--- src/rtl/trap_ctrl_if.sv ---
// rtl/trap_ctrl_if.sv - pipeline-to-trap-controller bundle (events, CSR port, redirect)
interface trap_ctrl_if;
    logic        exc_valid;
    logic [31:0] exc_cause;
    logic        mret_valid;
    logic        mem_valid;
    logic [31:0] mem_pc;
    logic        irq_ext;
    logic [11:0] csr_addr;
    logic        csr_we;
    logic [31:0] csr_wdata;
    logic [31:0] csr_rdata;
    logic        flush;
    logic        redirect_valid;
    logic [31:0] redirect_pc;
    logic        busy;

    modport master (
        output exc_valid, exc_cause, mret_valid, mem_valid, mem_pc, irq_ext,
               csr_addr, csr_we, csr_wdata,
        input  csr_rdata, flush, redirect_valid, redirect_pc, busy
    );

    modport slave (
        input  exc_valid, exc_cause, mret_valid, mem_valid, mem_pc, irq_ext,
               csr_addr, csr_we, csr_wdata,
        output csr_rdata, flush, redirect_valid, redirect_pc, busy
    );
endinterface

--- src/rtl/trap_ctrl.sv ---
// rtl/trap_ctrl.sv - machine-mode trap/MRET controller with CSR file and flush/redirect FSM
module trap_ctrl #(
    parameter logic [31:0] MTVEC_RST = 32'h0000_0000,
    parameter logic        MIE_RST   = 1'b0
) (
    input  logic        clk,
    input  logic        rst,
    trap_ctrl_if.slave  bus
);
    typedef enum logic [1:0] {IDLE, FLUSH, REDIR} state_e;

    state_e      state_q;
    logic        mstatus_mie_q;
    logic        mstatus_mpie_q;
    logic        meie_q;
    logic [31:0] mtvec_q;
    logic [31:0] mscratch_q;
    logic [31:0] mepc_q;
    logic [31:0] mcause_q;
    logic [31:0] target_q;
    logic        flush_q;
    logic        redir_q;
    logic        busy_q;
    logic [31:0] rpc_q;

    logic idle;
    logic irq_pend;
    logic take_exc;
    logic take_mret;
    logic take_irq;
    logic csr_ok;

    always_comb begin
        idle      = (state_q == IDLE);
        irq_pend  = bus.irq_ext & mstatus_mie_q & meie_q & bus.mem_valid;
        take_exc  = idle & bus.exc_valid;
        take_mret = idle & bus.mret_valid & ~bus.exc_valid;
        take_irq  = idle & irq_pend & ~bus.exc_valid & ~bus.mret_valid;
        csr_ok    = idle & bus.csr_we & ~take_exc & ~take_mret & ~take_irq;
    end

    always_comb begin
        bus.csr_rdata = 32'h0;
        case (bus.csr_addr)
            12'h300: bus.csr_rdata = {19'b0, 2'b11, 3'b0, mstatus_mpie_q, 3'b0, mstatus_mie_q, 3'b0};
            12'h304: bus.csr_rdata = {20'b0, meie_q, 11'b0};
            12'h305: bus.csr_rdata = mtvec_q;
            12'h340: bus.csr_rdata = mscratch_q;
            12'h341: bus.csr_rdata = mepc_q;
            12'h342: bus.csr_rdata = mcause_q;
            12'h344: bus.csr_rdata = {20'b0, bus.irq_ext, 11'b0};
            default: bus.csr_rdata = 32'h0;
        endcase
    end

    assign bus.flush          = flush_q;
    assign bus.redirect_valid = redir_q;
    assign bus.redirect_pc    = rpc_q;
    assign bus.busy           = busy_q;

    always_ff @(posedge clk) begin
        if (rst) begin
            state_q        <= IDLE;
            mstatus_mie_q  <= MIE_RST;
            mstatus_mpie_q <= 1'b0;
            meie_q         <= 1'b0;
            mtvec_q        <= {MTVEC_RST[31:2], 2'b00};
            mscratch_q     <= 32'h0;
            mepc_q         <= 32'h0;
            mcause_q       <= 32'h0;
            target_q       <= 32'h0;
            flush_q        <= 1'b0;
            redir_q        <= 1'b0;
            busy_q         <= 1'b0;
            rpc_q          <= 32'h0;
        end else begin
            case (state_q)
                IDLE: begin
                    if (take_exc || take_irq) begin
                        mepc_q         <= {bus.mem_pc[31:2], 2'b00};
                        mcause_q       <= take_exc ? bus.exc_cause : 32'h8000_000B;
                        mstatus_mpie_q <= mstatus_mie_q;
                        mstatus_mie_q  <= 1'b0;
                        target_q       <= mtvec_q;
                        state_q        <= FLUSH;
                        flush_q        <= 1'b1;
                        busy_q         <= 1'b1;
                    end else if (take_mret) begin
                        mstatus_mie_q  <= mstatus_mpie_q;
                        mstatus_mpie_q <= 1'b1;
                        target_q       <= mepc_q;
                        state_q        <= FLUSH;
                        flush_q        <= 1'b1;
                        busy_q         <= 1'b1;
                    end else if (csr_ok) begin
                        // mip is read-only and unknown addresses fall through silently
                        case (bus.csr_addr)
                            12'h300: begin
                                mstatus_mie_q  <= bus.csr_wdata[3];
                                mstatus_mpie_q <= bus.csr_wdata[7];
                            end
                            12'h304: meie_q     <= bus.csr_wdata[11];
                            12'h305: mtvec_q    <= {bus.csr_wdata[31:2], 2'b00};
                            12'h340: mscratch_q <= bus.csr_wdata;
                            12'h341: mepc_q     <= {bus.csr_wdata[31:2], 2'b00};
                            12'h342: mcause_q   <= bus.csr_wdata;
                            default: ;
                        endcase
                    end
                end
                FLUSH: begin
                    state_q <= REDIR;
                    redir_q <= 1'b1;
                    rpc_q   <= target_q;
                end
                REDIR: begin
                    state_q <= IDLE;
                    flush_q <= 1'b0;
                    redir_q <= 1'b0;
                    busy_q  <= 1'b0;
                    rpc_q   <= 32'h0;
                end
                default: begin
                    state_q <= IDLE;
                    flush_q <= 1'b0;
                    redir_q <= 1'b0;
                    busy_q  <= 1'b0;
                    rpc_q   <= 32'h0;
                end
            endcase
        end
    end
endmodule

--- src/flat_wrapper.sv ---
// flat-port wrapper written by rule: the top's interface ports become plain ports
module trap_ctrl_flat 
#(
    parameter logic [31:0] MTVEC_RST = 32'h0000_0000,
    parameter logic        MIE_RST   = 1'b0
)
  (clk, rst, bus_exc_valid, bus_exc_cause, bus_mret_valid, bus_mem_valid, bus_mem_pc, bus_irq_ext, bus_csr_addr, bus_csr_we, bus_csr_wdata, bus_csr_rdata, bus_flush, bus_redirect_valid, bus_redirect_pc, bus_busy);
  trap_ctrl_if bus_i ();
  input  logic clk;
  input  logic rst;
  input wire logic [$bits(bus_i.exc_valid)-1:0] bus_exc_valid;
  input wire logic [$bits(bus_i.exc_cause)-1:0] bus_exc_cause;
  input wire logic [$bits(bus_i.mret_valid)-1:0] bus_mret_valid;
  input wire logic [$bits(bus_i.mem_valid)-1:0] bus_mem_valid;
  input wire logic [$bits(bus_i.mem_pc)-1:0] bus_mem_pc;
  input wire logic [$bits(bus_i.irq_ext)-1:0] bus_irq_ext;
  input wire logic [$bits(bus_i.csr_addr)-1:0] bus_csr_addr;
  input wire logic [$bits(bus_i.csr_we)-1:0] bus_csr_we;
  input wire logic [$bits(bus_i.csr_wdata)-1:0] bus_csr_wdata;
  output wire logic [$bits(bus_i.csr_rdata)-1:0] bus_csr_rdata;
  output wire logic [$bits(bus_i.flush)-1:0] bus_flush;
  output wire logic [$bits(bus_i.redirect_valid)-1:0] bus_redirect_valid;
  output wire logic [$bits(bus_i.redirect_pc)-1:0] bus_redirect_pc;
  output wire logic [$bits(bus_i.busy)-1:0] bus_busy;
  assign bus_i.exc_valid = bus_exc_valid;
  assign bus_i.exc_cause = bus_exc_cause;
  assign bus_i.mret_valid = bus_mret_valid;
  assign bus_i.mem_valid = bus_mem_valid;
  assign bus_i.mem_pc = bus_mem_pc;
  assign bus_i.irq_ext = bus_irq_ext;
  assign bus_i.csr_addr = bus_csr_addr;
  assign bus_i.csr_we = bus_csr_we;
  assign bus_i.csr_wdata = bus_csr_wdata;
  assign bus_csr_rdata = bus_i.csr_rdata;
  assign bus_flush = bus_i.flush;
  assign bus_redirect_valid = bus_i.redirect_valid;
  assign bus_redirect_pc = bus_i.redirect_pc;
  assign bus_busy = bus_i.busy;
  trap_ctrl #(.MTVEC_RST(MTVEC_RST), .MIE_RST(MIE_RST)) u_core (.clk(clk), .rst(rst), .bus(bus_i));
endmodule
--- config.mk ---
export PLATFORM = sky130hd
export DESIGN_NAME = trap_ctrl_flat
export DESIGN_NICKNAME = d
export VERILOG_FILES = /design/src/rtl/trap_ctrl_if.sv /design/src/rtl/trap_ctrl.sv /design/src/flat_wrapper.sv
export SDC_FILE = /design/constraint.sdc
export NUM_CORES = 1
export LEC_CHECK = 0
export ABC_CLOCK_PERIOD_IN_PS = 4400
export BUFFER_PORTS_ARGS = -buffer_cell sky130_fd_sc_hd__buf_2
export CAP_MARGIN = 30
export CORE_AREA = 2 2 117 204
export DETAILED_ROUTE_END_ITERATION = 10
export DIE_AREA = 0 0 119 206
export PLACE_DENSITY = 0.68
export SETUP_SLACK_MARGIN = 0.4
export SLEW_MARGIN = 0
export SYNTH_ARGS = -nofsm -noshare
export SYNTH_HDL_FRONTEND = slang
export SYNTH_SLANG_ARGS = --single-unit
--- constraint.sdc ---
create_clock -name clk -period 4.4 [get_ports clk]
set_input_delay 0.44 -clock clk [delete_from_list [all_inputs] [get_ports clk]]
set_output_delay 0.44 -clock clk [all_outputs]
set_load 0.005 [all_outputs]
==> results.sh, run 1 <==
export IMPL_hold_viol_final=0
export IMPL_via_per_inst=5.91
export IMPL_critPathTopFamily="compound AO/OA/AOI/OAI gates"
export IMPL_p_per_area_nw_per_um2=377
export IMPL_synthCells=1094
export IMPL_io_pins=182
export IMPL_dp_hpwl_microns=19500
export IMPL_coreArea_sq_um=23100
export IMPL_cts_setup_buffers=0
export IMPL_cp_cell_sequence="buf_4 > nor3_1 > a21oi_4 > buf_4 > o21a_2 > a221oi_1"
export IMPL_clk_latency_ps=450
export IMPL_clock_root_buffer="clkbuf_16"
export IMPL_worst_setup_path_end_kind="flop"
export IMPL_worst_path_largest_cell_delay_ps=770
export IMPL_synthFlopType="dfxtp_1"
export IMPL_p_leak_nw=4.10
export IMPL_dpl_instance_area_sq_um=10000
export IMPL_io_buffers=177
export IMPL_ir_worst_vdd_v=0.000288
export IMPL_ys_ff_latch=191
export IMPL_antenna_cells=0
export IMPL_cts_buffer_depth=2
export IMPL_layout_drive_gt1_share=0.208
export IMPL_grt_pass1_wl_microns=47300
export IMPL_grtUsageTotal=0.250
export IMPL_arrival_ps=3400
export IMPL_vias=8940
export IMPL_cts_resized=0
export IMPL_cts_buffers=17
export IMPL_crit_buf_inv=2
export IMPL_period_share=0.707
export IMPL_relSlewSlack=0.311
export IMPL_finClkSkew_ps=10.7
export IMPL_rsz0062_at_grt="false"
export IMPL_grt_pass1_vias=8686
export IMPL_routabilityCongestion=0.846
export IMPL_ys_seq_area_frac=0.423
export IMPL_avgSynthCellArea_sq_um=8.25
export IMPL_cts_sinks=191
export IMPL_yosys_warnings=0
export IMPL_fin_tns_setup_ps=0
export IMPL_synth_cell_types=50
export IMPL_path_max_fanout=42
export IMPL_drcViolationCount=0
export IMPL_cp_start_kind="flop"
export IMPL_worst_slew_pin_slew_ps=1030
export IMPL_grt_max_degree=81
export IMPL_syn_cell_area_sq_um=9030
export IMPL_yosysMostFrequentCell="dfxtp_1"
export IMPL_overflow=0
export IMPL_nets=1311
export IMPL_die_height_microns=206
export IMPL_final_min_clock_period_ps=3110
export IMPL_setup_viol=0
export IMPL_slew_viol_final=0
export IMPL_ff_latch_area_sq_um=3820
export IMPL_path_clk_slew_ps=80
export IMPL_holdCritPathClass="in2reg"
export IMPL_fill_cells=2312
export IMPL_hold_buffers=0
export IMPL_rows=74
export IMPL_avgRoutedWirePerCell_microns=20.3
export IMPL_synth_top_cell_by_area="dfxtp_1"
export IMPL_stdcell_area_sq_um=10600
export IMPL_drt_iter0_markers=838
export IMPL_ys_top_cells_by_count="dfxtp_1, nand2_1, o21ai_0"
export IMPL_status="completed"
export IMPL_die_area_sq_um=24500
export IMPL_ant_nets=0
export IMPL_dr_pass1_iters=7
export IMPL_die_w_microns=119
export IMPL_path_common_cell="buf_4"
export IMPL_yosys_top_cells_area="dfxtp_1, mux2i_1, o21ai_0"
export IMPL_fmax_ghz=0.322
export IMPL_worstPathRequired_ps=4690
export IMPL_max_cap_viol_count=0
export IMPL_multi_input_area_sq_um=4650
export IMPL_crit_slowest_cell="o21a_2"
export IMPL_critPathKind="reg2reg"
export IMPL_cts_tree="done"
export IMPL_synthDominantCellAreaShare=0.423
export IMPL_totalWireLength_microns=30800
export IMPL_cts_htree_levels=4
export IMPL_antenna_found_initial=1
export IMPL_initial_core_util=0.392
export IMPL_areaGrowthSynthToFinish_pct=17.8
export IMPL_ys_async_sr_fraction=0
export IMPL_synth_edff_count=0
[placed cells by master, fill, tap and decap left out, types with 4 or more instances in the layout]
master,n
mux2i_1,90
o221ai_1,30
clkinv_4,4
nand2_1,121
nor2b_1,4
inv_8,4
clkinvlp_4,4
o21ai_0,121
buf_2,177
nand4_1,36
nand3_1,40
nor2_1,101
clkbuf_16,17
buf_4,20
o31ai_1,33
inv_1,36
a31oi_1,30
dfxtp_1,190
a221oi_1,29
a21oi_1,40
a22o_1,26
[worst reg2reg max path, cell delays in order (launching register included)]
cell and delay (ps):
dfxtp_2 670, buf_4 510, nor3_1 160, a21oi_4 200
buf_4 410, o21a_2 780, a221oi_1 230
[worst paths after layout]
path                                           from                   to  slack, ps  cells past startpoint
worst min-delay path               bus_exc_cause[4]   u_core.mcause_q[4]        240                      3
worst max register to register    u_core.state_q[0]  u_core.mcause_q[28]       1290                      6
worst max-delay path              u_core.state_q[0]  u_core.mcause_q[28]       1290                      6
worst min register to register  u_core.mcause_q[25]  u_core.mcause_q[25]        470                      2
[metal layers]
metal	up-vias	global-route usage	routed length, microns
met2	440	0.437	15600
li1	4170	-	-
met3	74	0.0544	2060
met4	2	0.115	1050
met5	-	0	11
met1	4254	0.289	12100
[flip-flops by register name, indices dropped and copies added (netlist names)]
name,cells
u_core.bus.flush,1
u_core.bus.redirect_pc,30
u_core.bus.redirect_valid,1
u_core.mcause_q,32
u_core.meie_q,1
u_core.mepc_q,30
u_core.mscratch_q,32
u_core.mstatus_mie_q,1
u_core.mstatus_mpie_q,1
u_core.mtvec_q,30
u_core.state_q,2
u_core.target_q,30
[logic make-up after synthesis]
logic type             after synthesis  synth area share
AOI/OAI and AO/OA                  329             0.239
buffers and inverters              152            0.0693
DFF                                191             0.423
muxes                               92             0.102
other                                1          0.000415
and+or+nand+nor                    329             0.166
[layout make-up]
class,count,share of cell area
Multi-Input combinational cell,752,0.437
Tap cell,304,0.0358
Timing Repair Buffer,197,0.0974
Clock buffer,17,0.0400
Clock inverter,15,0.0168
Inverter,37,0.0133
Sequential cell,191,0.360
[metrics by stage]
stage               instances  hold slack, ps  power, mW  utilization  setup WS [ps]
finish                   1513             237       4.01        0.461           1290
global route             1513             234       4.16        0.461           1120
CTS                      1513             219       4.03        0.461           1290
detailed placement       1481             458       2.44        0.435           1300
global placement         1481             444       2.43        0.435           1350
floorplan                1095             441       2.23            -           2170
[report_power, final]
group          internal [mW]  switching [mW]  total [mW]
logic                  0.186           0.328       0.514
clock network          0.857           0.750        1.61
registers               1.82          0.0682        1.89
(Power assumes the default switching activity.)
==> inputs of run 2 (changes only) <==
--- a/config.mk
+++ b/config.mk
@@ -5,13 +5,14 @@
 export SDC_FILE = /design/constraint.sdc
 export NUM_CORES = 1
 export LEC_CHECK = 0
-export ABC_CLOCK_PERIOD_IN_PS = 4400
+export ABC_AREA = 1
+export ABC_CLOCK_PERIOD_IN_PS = 3100
 export BUFFER_PORTS_ARGS = -buffer_cell sky130_fd_sc_hd__buf_2
 export CAP_MARGIN = 30
-export CORE_AREA = 2 2 117 204
+export CORE_AREA = 2 2 120 210
 export DETAILED_ROUTE_END_ITERATION = 10
-export DIE_AREA = 0 0 119 206
-export PLACE_DENSITY = 0.68
+export DIE_AREA = 0 0 122 212
+export PLACE_DENSITY = 0.67
 export SETUP_SLACK_MARGIN = 0.4
 export SLEW_MARGIN = 0
 export SYNTH_ARGS = -nofsm -noshare
==> constraint.sdc (replaced) <==
create_clock -name clk -period 3.1 [get_ports clk]
set_input_delay 0.31 -clock clk [delete_from_list [all_inputs] [get_ports clk]]
set_output_delay 0.31 -clock clk [all_outputs]
set_load 0.005 [all_outputs]
==> results.sh, run 2 <==
export IMPL_status="completed"
export IMPL_worstPathRequired_ps=2790
export IMPL_largestRegisters="u_core.mcause_q (32), u_core.mscratch_q (32)"
export IMPL_cts_resized=0
export IMPL_worst_path_largest_cell_delay_ps=650
export IMPL_p_int_mw=4.13
export IMPL_yosys_warnings=0
export IMPL_areaGrowthSynthToFinish_pct=17.9
export IMPL_setup_viol=0
export IMPL_synth_simple_area_share=0.354
export IMPL_worst_setup_path_end_kind="output port"
export IMPL_grtUsageTotal=0.245
export IMPL_die_height_microns=212
export IMPL_drt_iter0_markers=701
export IMPL_avgSynthCellArea_sq_um=6.41
export IMPL_synth_top_cell_by_area="dfxtp_1"
export IMPL_finClkSkew_ps=9.49
export IMPL_rsz0062_at_grt="false"
export IMPL_sw_frac_of_total=0.293
export IMPL_ys_async_sr_fraction=0
export IMPL_fmax_ghz=0.409
export IMPL_synthFlopType="dfxtp_1"
export IMPL_nets=1725
export IMPL_dp_hpwl_microns=21200
export IMPL_cp_cell_sequence="buf_2 > nor2_1 > nand3_2 > nor3_4 > buf_4 > nand2_1 > nand4_1 > buf_2"
export IMPL_yosys_top_cells_area="dfxtp_1, nand2_1, nand3_1"
export IMPL_drcViolationCount=0
export IMPL_combPwrFrac=0.145
export IMPL_slew_viol_final=0
export IMPL_io_pins=182
export IMPL_synthCells=1487
export IMPL_synth_compound_area_frac=0.119
export IMPL_critPathKind="in2out"
export IMPL_met1_usage=0.291
export IMPL_clk_latency_ps=460
export IMPL_ir_worst_vdd_v=0.000338
export IMPL_p_leak_nw=5.42
export IMPL_path_clk_slew_ps=80
export IMPL_cp_start_kind="input pin"
export IMPL_synthMuxAreaShare=0
export IMPL_p_sw_mw=1.71
export IMPL_overflow=0
export IMPL_initial_core_util=0.393
export IMPL_ant_nets=0
export IMPL_die_w_microns=122
export IMPL_cts_htree_levels=4
export IMPL_cts_sinks=191
export IMPL_grt_pass1_vias=9346
export IMPL_ys_seq_area_frac=0.401
export IMPL_crit_buf_inv=3
export IMPL_top_usage_layer="met2"
export IMPL_cts_buffers=17
export IMPL_max_cap_viol_count=0
export IMPL_path_max_fanout=13
export IMPL_final_util=0.464
export IMPL_synth_cell_types=28
export IMPL_path_common_cell="buf_2"
export IMPL_fin_tns_setup_ps=0
export IMPL_avgRoutedWirePerCell_microns=16.1
export IMPL_crit_slowest_cell="nor3_4"
export IMPL_p_seq_frac=0.460
export IMPL_synthDominantCellAreaShare=0.401
export IMPL_cts_setup_buffers=0
export IMPL_met2_usage=0.415
export IMPL_mostFrequentLayoutCells="nand2_1, nor2_1, dfxtp_1"
export IMPL_synthXorXnorAreaFrac=0
export IMPL_grt_max_degree=121
export IMPL_clock_root_buffer="clkbuf_16"
export IMPL_p_per_area_nw_per_um2=520
export IMPL_layout_commonest_cell="nand2_1"
export IMPL_critPathTopFamily="simple AND/OR/NAND/NOR gates"
export IMPL_yosysMostFrequentCell="nand2_1"
export IMPL_final_min_clock_period_ps=2440
export IMPL_hold_buffers=0
export IMPL_antenna_found_initial=2
export IMPL_die_area_sq_um=25900
export IMPL_hold_viol_final=0
export IMPL_vias=9804
export IMPL_rows=76
export IMPL_io_buffers=177
export IMPL_coreArea_sq_um=24200
export IMPL_totalWireLength_microns=31300
export IMPL_synth_edff_count=0
export IMPL_layout_drive_gt1_share=0.161
export IMPL_cts_buffer_depth=2
export IMPL_synth_top_family_by_area="simple AND/OR/NAND/NOR gates"
export IMPL_period_share=0.788
export IMPL_ys_top_cells_by_count="nand2_1, nor2_1, dfxtp_1"
export IMPL_syn_cell_area_sq_um=9540
export IMPL_p_clk_frac=0.395
export IMPL_dr_pass1_iters=5
export IMPL_cts_tree="done"
export IMPL_via_per_inst=5.06
export IMPL_grt_use_met3=0.0469
export IMPL_ys_ff_latch=191
export IMPL_routabilityCongestion=0.864
export IMPL_grt_pass1_wl_microns=49000
export IMPL_relSlewSlack=0.468
export IMPL_arrival_ps=2130
export IMPL_worst_slew_pin_slew_ps=796
export IMPL_holdCritPathClass="in2reg"
export IMPL_synthAdderAreaFrac=0
[run 2: cell count changes after synthesis, moves of 30 or more]
cell,change
nand3_1,+146
buf_2,+34
o31ai_1,-33
o21ai_0,-43
mux2i_1,-90
nand2_1,+223
inv_1,+146
a31oi_1,-30
a21oi_1,+44
nor2_1,+116
clkbuf_1,-51
o221ai_1,-30
[run 2: power by group through the flow]
stage | Clock (mW) | Sequential (mW) | Combinational, mW
3_3_place_gp | 0 | 2.74 | 0.835
3_5_place_dp | 0 | 2.74 | 0.848
2_1_floorplan | 0 | 2.73 | 0.551
4_1_cts | 2.34 | 2.69 | 0.851
5_1_grt | 2.43 | 2.71 | 0.963
6_report | 2.31 | 2.69 | 0.849
[run 2: area by class of cell]
type,instances,area (sq um)
clock buffers,17,425
inverters,186,701
diodes,2,5.00
repair buffers,207,1160
multi-input cells,1007,4540
clock inverters,15,196
flip-flops and latches,191,3820
fillers,2577,13000
well taps,312,390
[run 2: routing by layer]
metal	vias up	routed length, microns
li1	4945	-
met5	-	0
met1	4404	12700
met2	376	15100
met4	0	1420
met3	79	2080
[run 2: cells by family (layout without fill, tap and decap cells)]
kind of cell	Yosys count	in the layout
other	1	4
DFF	191	191
and+or+nand+nor	794	794
AOI/OAI and AO/OA	211	211
buffers and inverters	290	425
[run 2: tightest hold or removal path: stages]
cell and delay [ps]:
buf_2 100, nor2_1 50, nor2_1 80
[run 2: path summary, 6_finish.rpt]
path	startpoint	endpoint	slack (ps)	depth (start not counted)
setup reg to reg	u_core.state_q[1]	u_core.mcause_q[17]	770	9
hold reg to reg	u_core.target_q[2]	u_core.target_q[2]	450	2
setup / recovery	bus_csr_addr[5]	bus_csr_rdata[9]	660	8
hold / removal	bus_csr_wdata[27]	u_core.mtvec_q[27]	120	3
[run 2: through the flow]
step / hold WS (ps) / cells / setup WS, ps / area (sq um) / total power [mW]
after floorplan: 425 / 1488 / 1470 / 9540 / 3.28
after global placement: 433 / 1903 / 734 / 10600 / 3.57
after detailed placement: 440 / 1903 / 705 / 10600 / 3.59
after CTS: 115 / 1935 / 698 / 11200 / 5.88
after global routing: 137 / 1935 / 544 / 11200 / 6.10
final: 122 / 1937 / 657 / 11200 / 5.84
